File: config.mk
export PLATFORM = sky130hd
export DESIGN_NAME = wb2axip_sfifo_wrarb
export DESIGN_NICKNAME = d
export VERILOG_FILES = /design/src/rtl/wb2axip_sfifo_wrarb.sv
export SDC_FILE = /design/constraint.sdc
export NUM_CORES = 1
export LEC_CHECK = 0
export ABC_AREA = 0
export BUFFER_PORTS_ARGS = -buffer_cell sky130_fd_sc_hd__clkbuf_2
export CAP_MARGIN = 20
export CORE_ASPECT_RATIO = 0.8
export CORE_MARGIN = 10
export CORE_UTILIZATION = 35
export DETAILED_ROUTE_END_ITERATION = 7
export PLACE_DENSITY = 0.77
export RECOVER_POWER = 100
export SYNTH_ARGS = -nofsm -noshare
export SYNTH_HDL_FRONTEND = slang
export SYNTH_SLANG_ARGS = --single-unit
File: constraint.sdc
create_clock -name i_clk -period 2.9 [get_ports i_clk]
set_input_delay 0.145 -clock i_clk [delete_from_list [all_inputs] [get_ports i_clk]]
set_output_delay 0.145 -clock i_clk [all_outputs]
set_load 0.05 [all_outputs]
File: src/rtl/wb2axip_sfifo_wrarb.sv
// wb2axip_sfifo_wrarb: round-robin burst arbiter merging requesters into one synchronous FIFO
module wb2axip_sfifo_wrarb #(
  parameter int LGNIN = 2,
  parameter int BW = 8,
  parameter int LGBURST = 2
) (
  input  logic                      i_clk,
  input  logic                      i_reset,
  input  logic [(1<<LGNIN)-1:0]     i_valid,
  input  logic [(1<<LGNIN)*BW-1:0]  i_data,
  output logic [(1<<LGNIN)-1:0]     o_ready,
  output logic                      o_fifo_wr,
  output logic [LGNIN+BW-1:0]       o_fifo_data,
  input  logic                      i_fifo_full,
  output logic [(1<<LGNIN)-1:0]     o_grant,
  output logic                      o_busy
);
  localparam int NIN = 1 << LGNIN;
  localparam logic IDLE = 1'b0;
  localparam logic GRANT = 1'b1;
  logic state, xfer;
  logic [LGNIN-1:0] rr, gi, sel, idx;
  logic [LGBURST-1:0] beat;
  assign xfer = state == GRANT && !i_reset && i_valid[gi] && !i_fifo_full;
  assign o_ready = (state == GRANT && !i_reset && !i_fifo_full) ? o_grant : '0;
  assign o_fifo_wr = xfer;
  assign o_fifo_data = xfer ? {gi, i_data[gi*BW +: BW]} : '0;
  assign o_busy = state == GRANT && !i_reset;
  // first valid requester at or after the round-robin pointer
  always_comb begin
    sel = rr;
    idx = rr;
    for (int k = NIN-1; k >= 0; k--) begin
      idx = rr + LGNIN'(k);
      if (i_valid[idx]) sel = idx;
    end
  end
  // arbitrate in IDLE, hold the grant for up to a full burst, release on last beat or dropped valid
  always_ff @(posedge i_clk) begin
    if (i_reset) begin
      state <= IDLE;
      rr <= '0;
      gi <= '0;
      beat <= '0;
      o_grant <= '0;
    end else if (state == IDLE) begin
      if (|i_valid) begin
        state <= GRANT;
        gi <= sel;
        beat <= '0;
        o_grant <= NIN'(1) << sel;
      end
    end else if (!i_valid[gi] || (xfer && &beat)) begin
      state <= IDLE;
      rr <= gi + 1'b1;
      o_grant <= '0;
    end else if (xfer) begin
      beat <= beat + 1'b1;
    end
  end
endmodule
## Word level (Yosys, flattened, before mapping)

Cells that the tools add are included.

- Memories kept: 0
- Bits in registers: 11
- Bits in latches: 0
- Memory bits (read-only): 0
- Word-level logic and storage cells: 63
- Output and inout bits: 20
- Bits of input ports: 39
- RAM bits: 0

- Multiplexer cells: 26
- Reductions and logical operators: 16
- Shift operators: 2
- $lt $le $gt $ge: 5
- Multiply operators: 0
- Equal/unequal tests: 3
- Bitwise logic cells: 1
- Div/mod/pow operators: 0
- Add/subtract/negate cells: 5

Operators with widths:

| cell | count |
|---|---|
| $shiftx A32 B6 Y8 | 1 |
| $mux W2 | 8 |
| $mux W4 | 4 |
| $lt A2 B3 Y1 const B | 5 |
| $bmux W1 S2 | 5 |
| $mux W10 | 1 |
| $mux W1 | 8 |
| $reduce_and A2 Y1 | 4 |
| $add A2 B1 Y2 const B | 3 |
| $logic_and A1 B1 Y1 | 5 |
| $add A2 B2 Y2 const B | 2 |
| $ne A2 B1 Y1 const B | 2 |
| $reduce_or A4 Y1 | 1 |
| $shl A1 B2 Y4 const A | 1 |
| $logic_not A1 Y1 | 3 |
| $reduce_and A3 Y1 | 1 |
| $ne A2 B2 Y1 const B | 1 |
| $reduce_bool A2 Y1 | 1 |
| $logic_or A1 B1 Y1 | 1 |
| $not A1 Y1 | 1 |

## Depth between registers and ports, before layout

- Word-level depth: 10
- Depth in mapped cells: 6
- Gate-level depth less buffers: 5

## Worst setup path after synthesis

Ideal clock, no wire load.

- Kind: reg-to-output
- Start: reg gi[0]
- End: out o_fifo_data[8]
- Slack: 1.234 ns
- Path buffers: 1
- Cell stages (with the launch flop): 5
- Data required time: 2.755 ns
- Data arrival time: 1.521 ns
- Cells stage by stage: dfxtp_1 -> mux4_2 -> buf_6 -> nand2_2 -> nor2_1

- Cells in the longest elaborated chain, start to end: 5

Ends and longest elaborated chain:

| item | line | text |
|---|---|---|
| from (decl) | 22 | `logic [LGNIN-1:0] rr, gi, sel, idx;` |
| from (signal assigned) | 49 | `gi <= sel;` |
| $bmux W1 S2 | 24 | `assign xfer = state == GRANT && !i_reset && i_valid[gi] && !i_fifo_full;` |
| $mux W1 (implied by the code) | 24 |  |
| $logic_and A1 B1 Y1 (2 in series) | 24 |  |
| $mux W10 * | 27 | `assign o_fifo_data = xfer ? {gi, i_data[gi*BW +: BW]} : '0;` |
| to (decl) | 13 | `output logic [LGNIN+BW-1:0] o_fifo_data,` |

Mark *: on every way between the ends. The rest lies on a longest branch, timed or not. The select of a mux whose other input is x is not followed.

## Final worst setup path

- Start: reg gi[0]
- End: out o_fifo_data[3]

- Cells in the longest elaborated chain, start to end: 5
- Elaborated cells between the ends (all ways): 6
- Those cells by class: shift (1); mux (3); reduce/logical (2)

Ends and longest elaborated chain:

| item | line |
|---|---|
| parallel branches: the longest is 4 deep, another holds $shiftx A32 B6 Y8 | -- |
| $mux W10 * | 27 |

Mark *: on every way between the ends. The select of a mux whose other input is x is not followed.

==> flow_metrics.tcl <==
set metrics [dict create \
    status "completed" \
    finalClockSkew_ns 0.00561 \
    cts_buffers 3 \
    worstPathMaxFanout 7 \
    yosysUniqueCellTypes 34 \
    worstSetupPathType "reg -> out" \
    grt_pass1_vias 986 \
    synth_flop_cell "dfxtp_1" \
    fin_crit_ns 2.43 \
    postCtsSetupBuffers 0 \
    final-hold-violation-count 0 \
    h-tree-depth 1 \
    root_buffer "clkbuf_4" \
    initial_core_util_pct 36.5 \
    synth_top_cell_area_share_pct 24.7 \
    fp.dieArea_um2 4980 \
    holdPathEnd "o_grant[3]" \
    pre_cts_slack_ns 1.03 \
    clk_latency_ns 0.28 \
    dpl_cell_area_um2 1200 \
    vdd_drop_max_mv 0.110 \
    setup_tns_ns 0 \
    clk_path_buf_depth 2 \
    grt_usage_pct 12.2 \
    setup_slack_ns 0.470 \
    fin_util_pct 48.6 \
    postRouteWirelength_um 3090 \
    critPathLaunchType "flop" \
    p_clk_share_pct 25.1 \
    p_int_mw 0.279 \
    synth_area_per_cell_um2 9.29 \
    drc 0 \
    synthAdderAreaFrac_pct 1.40 \
    cp-end-kind "output pin" \
    syn_area_um2 892 \
    synth.most_common_cell "dfxtp_1" \
    tritoncts "done" \
    r2r_cells 5 \
    hp-start "i_reset" \
    pwr-share-seq_pct 40.1 \
    power.total_mw 0.438 \
    postSynthCellCount 96 \
    finalCritPeriodShare_pct 83.8 \
    rsz0062_at_grt "false" \
    io_pins 59 \
    synthTopCellsByCount "dfxtp_1, and3_1, mux4_2" \
    insertedDiodeCount 0 \
    via_count 991 \
    synth_largest_area_cell "dfxtp_1" \
    io_buffers 58 \
    share_comb_of_total_power_pct 34.8 \
    ys_ff_latch 11 \
    post_cts_resized 0 \
    worst_pin_slew_ns 0.781 \
    hpwl_um 2570 \
    syn_to_final_growth_pct 33.0 \
    via_per_inst 5.24 \
    layout-drive-gt1-share_pct 35.9 \
    r2r_end "rr[0]" \
    drt_iter0_markers 84 \
    switchingPower_mw 0.159 \
    synth_compound_area_share_pct 11.5 \
    yosysWarningCount 0 \
    row_count 16 \
    core-area_um2 2440 \
    synth-edff-count 0 \
    critPathRequiredTime_ns 2.76 \
    routedWlPerCell_um 16.3 \
    max_freq_mhz 412 \
    synth-xor-area-share_pct 0.982 \
    synth_area_leaders "dfxtp_1, mux4_2, and3_1" \
    netSwitchingFraction_pct 36.3 \
    cts_hold_buf 0 \
    drv_cap 0 \
    p_leak_nw 0.536 \
    ant_nets 0 \
    r2r_slack_ns 0.85 \
    rr_startpoint "gi[1]" \
    postSynth.asyncResetShare_pct 0 \
    antenna_found_initial 0 \
    clock_sinks 11 \
    fillers 256 \
    die_w_um 76.4 \
    grt_max_degree 16 \
    grt_pass1_wl_um 5020 \
    report.final.setup_viol 0 \
    place_congestion 0.850 \
    fin_nets 194 \
    syn_nets 136 \
    slew_headroom_pct 47.7 \
    regArea_um2 220 \
    arrival_ns 2.28 \
    synthMuxAreaShare_pct 25.0 \
    synth-simple-area-share_pct 31.6 \
    synth_seq_area_share_pct 24.7 \
    clk_pin_slew_ns 0.08 \
    postLayoutCellArea_um2 1190 \
    firstDrtPassIters 4 \
    powerDensity_nw_per_um2 369 \
    synth_top_family_by_area "simple AND/OR/NAND/NOR gates" \
    die_h_um 65.2 \
    min_path_type "in -> reg" \
    grt.overflow.total 0 \
    multiInputGateArea_um2 612 \
    min_path_cells 2 \
    slew_viol_final 0 \
]
[critical path, stage by stage (launching register included)]
cell	delay, ns
dfxtp_1	0.54
clkbuf_1	0.42
mux4_2	0.55
and3_1	0.19
clkbuf_1	0.30
[metal layers]
layer / GRT usage [%] / wire, µm / vias up
met2: 22.1 / 1600 / 68
met3: 4.62 / 273 / 2
met4: 2.08 / 19 / 0
met1: 13.5 / 1200 / 448
li1: - / - / 473
met5: 0 / 0 / -
[layout by cell type, fill, tap and decap left out]
master     n
o211a_2    1
and3_1     9
nor2_1     5
or2_1      1
nor2b_1    5
o31ai_1    1
or3_1      1
o21ai_0    2
and2_1     4
nor3b_1    1
nand3b_1   2
clkinv_2   1
nand4b_1   2
clkbuf_4   3
o21ai_1    2
nor4_1     1
nand2_2    1
inv_1      3
ha_1       1
clkbuf_2  39
a21oi_1    9
mux4_2     9
xor2_1     1
dfxtp_1   11
nand2_1    6
or2_0      2
and2b_1    1
clkbuf_1  20
nand3_1    5
mux2i_1    2
nor3b_2    1
a211o_1    1
[registers in the layout, indices dropped and copies added (netlist names)]
| name | count |
|---|---|
| o_grant | 4 |
| beat | 2 |
| gi | 2 |
| rr | 2 |
| state | 1 |
[how the worst max path moves through the flow]
stage,to,startpoint,slack (ns)
floorplan,o_fifo_data[8],gi[0],1.23
global placement,o_fifo_data[3],gi[0],1.09
detailed placement,o_fifo_data[3],state,1.03
CTS,o_fifo_data[3],state,0.71
global route,o_fifo_data[3],gi[0],0.28
finish,o_fifo_data[3],gi[0],0.47
[cell families after synthesis]
family | Yosys count
mux | 11
compound gates | 16
flops | 11
buf+inv | 9
fa+ha+maj | 1
xor+xnor | 1
simple gates | 47
[per-stage QoR]
stage	std cells	hold WS, ns
floorplan	96	0.325
global placement	185	0.462
detailed placement	185	0.469
global route	189	0.219
finish	189	0.222
CTS	189	0.203
[area by class of cell]
| type | instances | area share (%) |
|---|---|---|
| tap | 36 | 3.80 |
| sequential | 11 | 18.6 |
| timing repair buffer | 59 | 22.8 |
| inverter | 3 | 0.949 |
| clock inverter | 1 | 0.422 |
| multi-input combinational | 76 | 51.6 |
| clock buffer | 3 | 1.90 |
[power by group through the flow]
| stage | Combinational, mW | Sequential [mW] | Clock, mW |
|---|---|---|---|
| detailed placement | 0.158 | 0.179 | 0 |
| global placement | 0.153 | 0.178 | 0 |
| finish | 0.152 | 0.176 | 0.110 |
| floorplan | 0.103 | 0.184 | 0 |
| global route | 0.166 | 0.178 | 0.120 |
| CTS | 0.158 | 0.176 | 0.114 |
(Power assumes the default switching activity.)
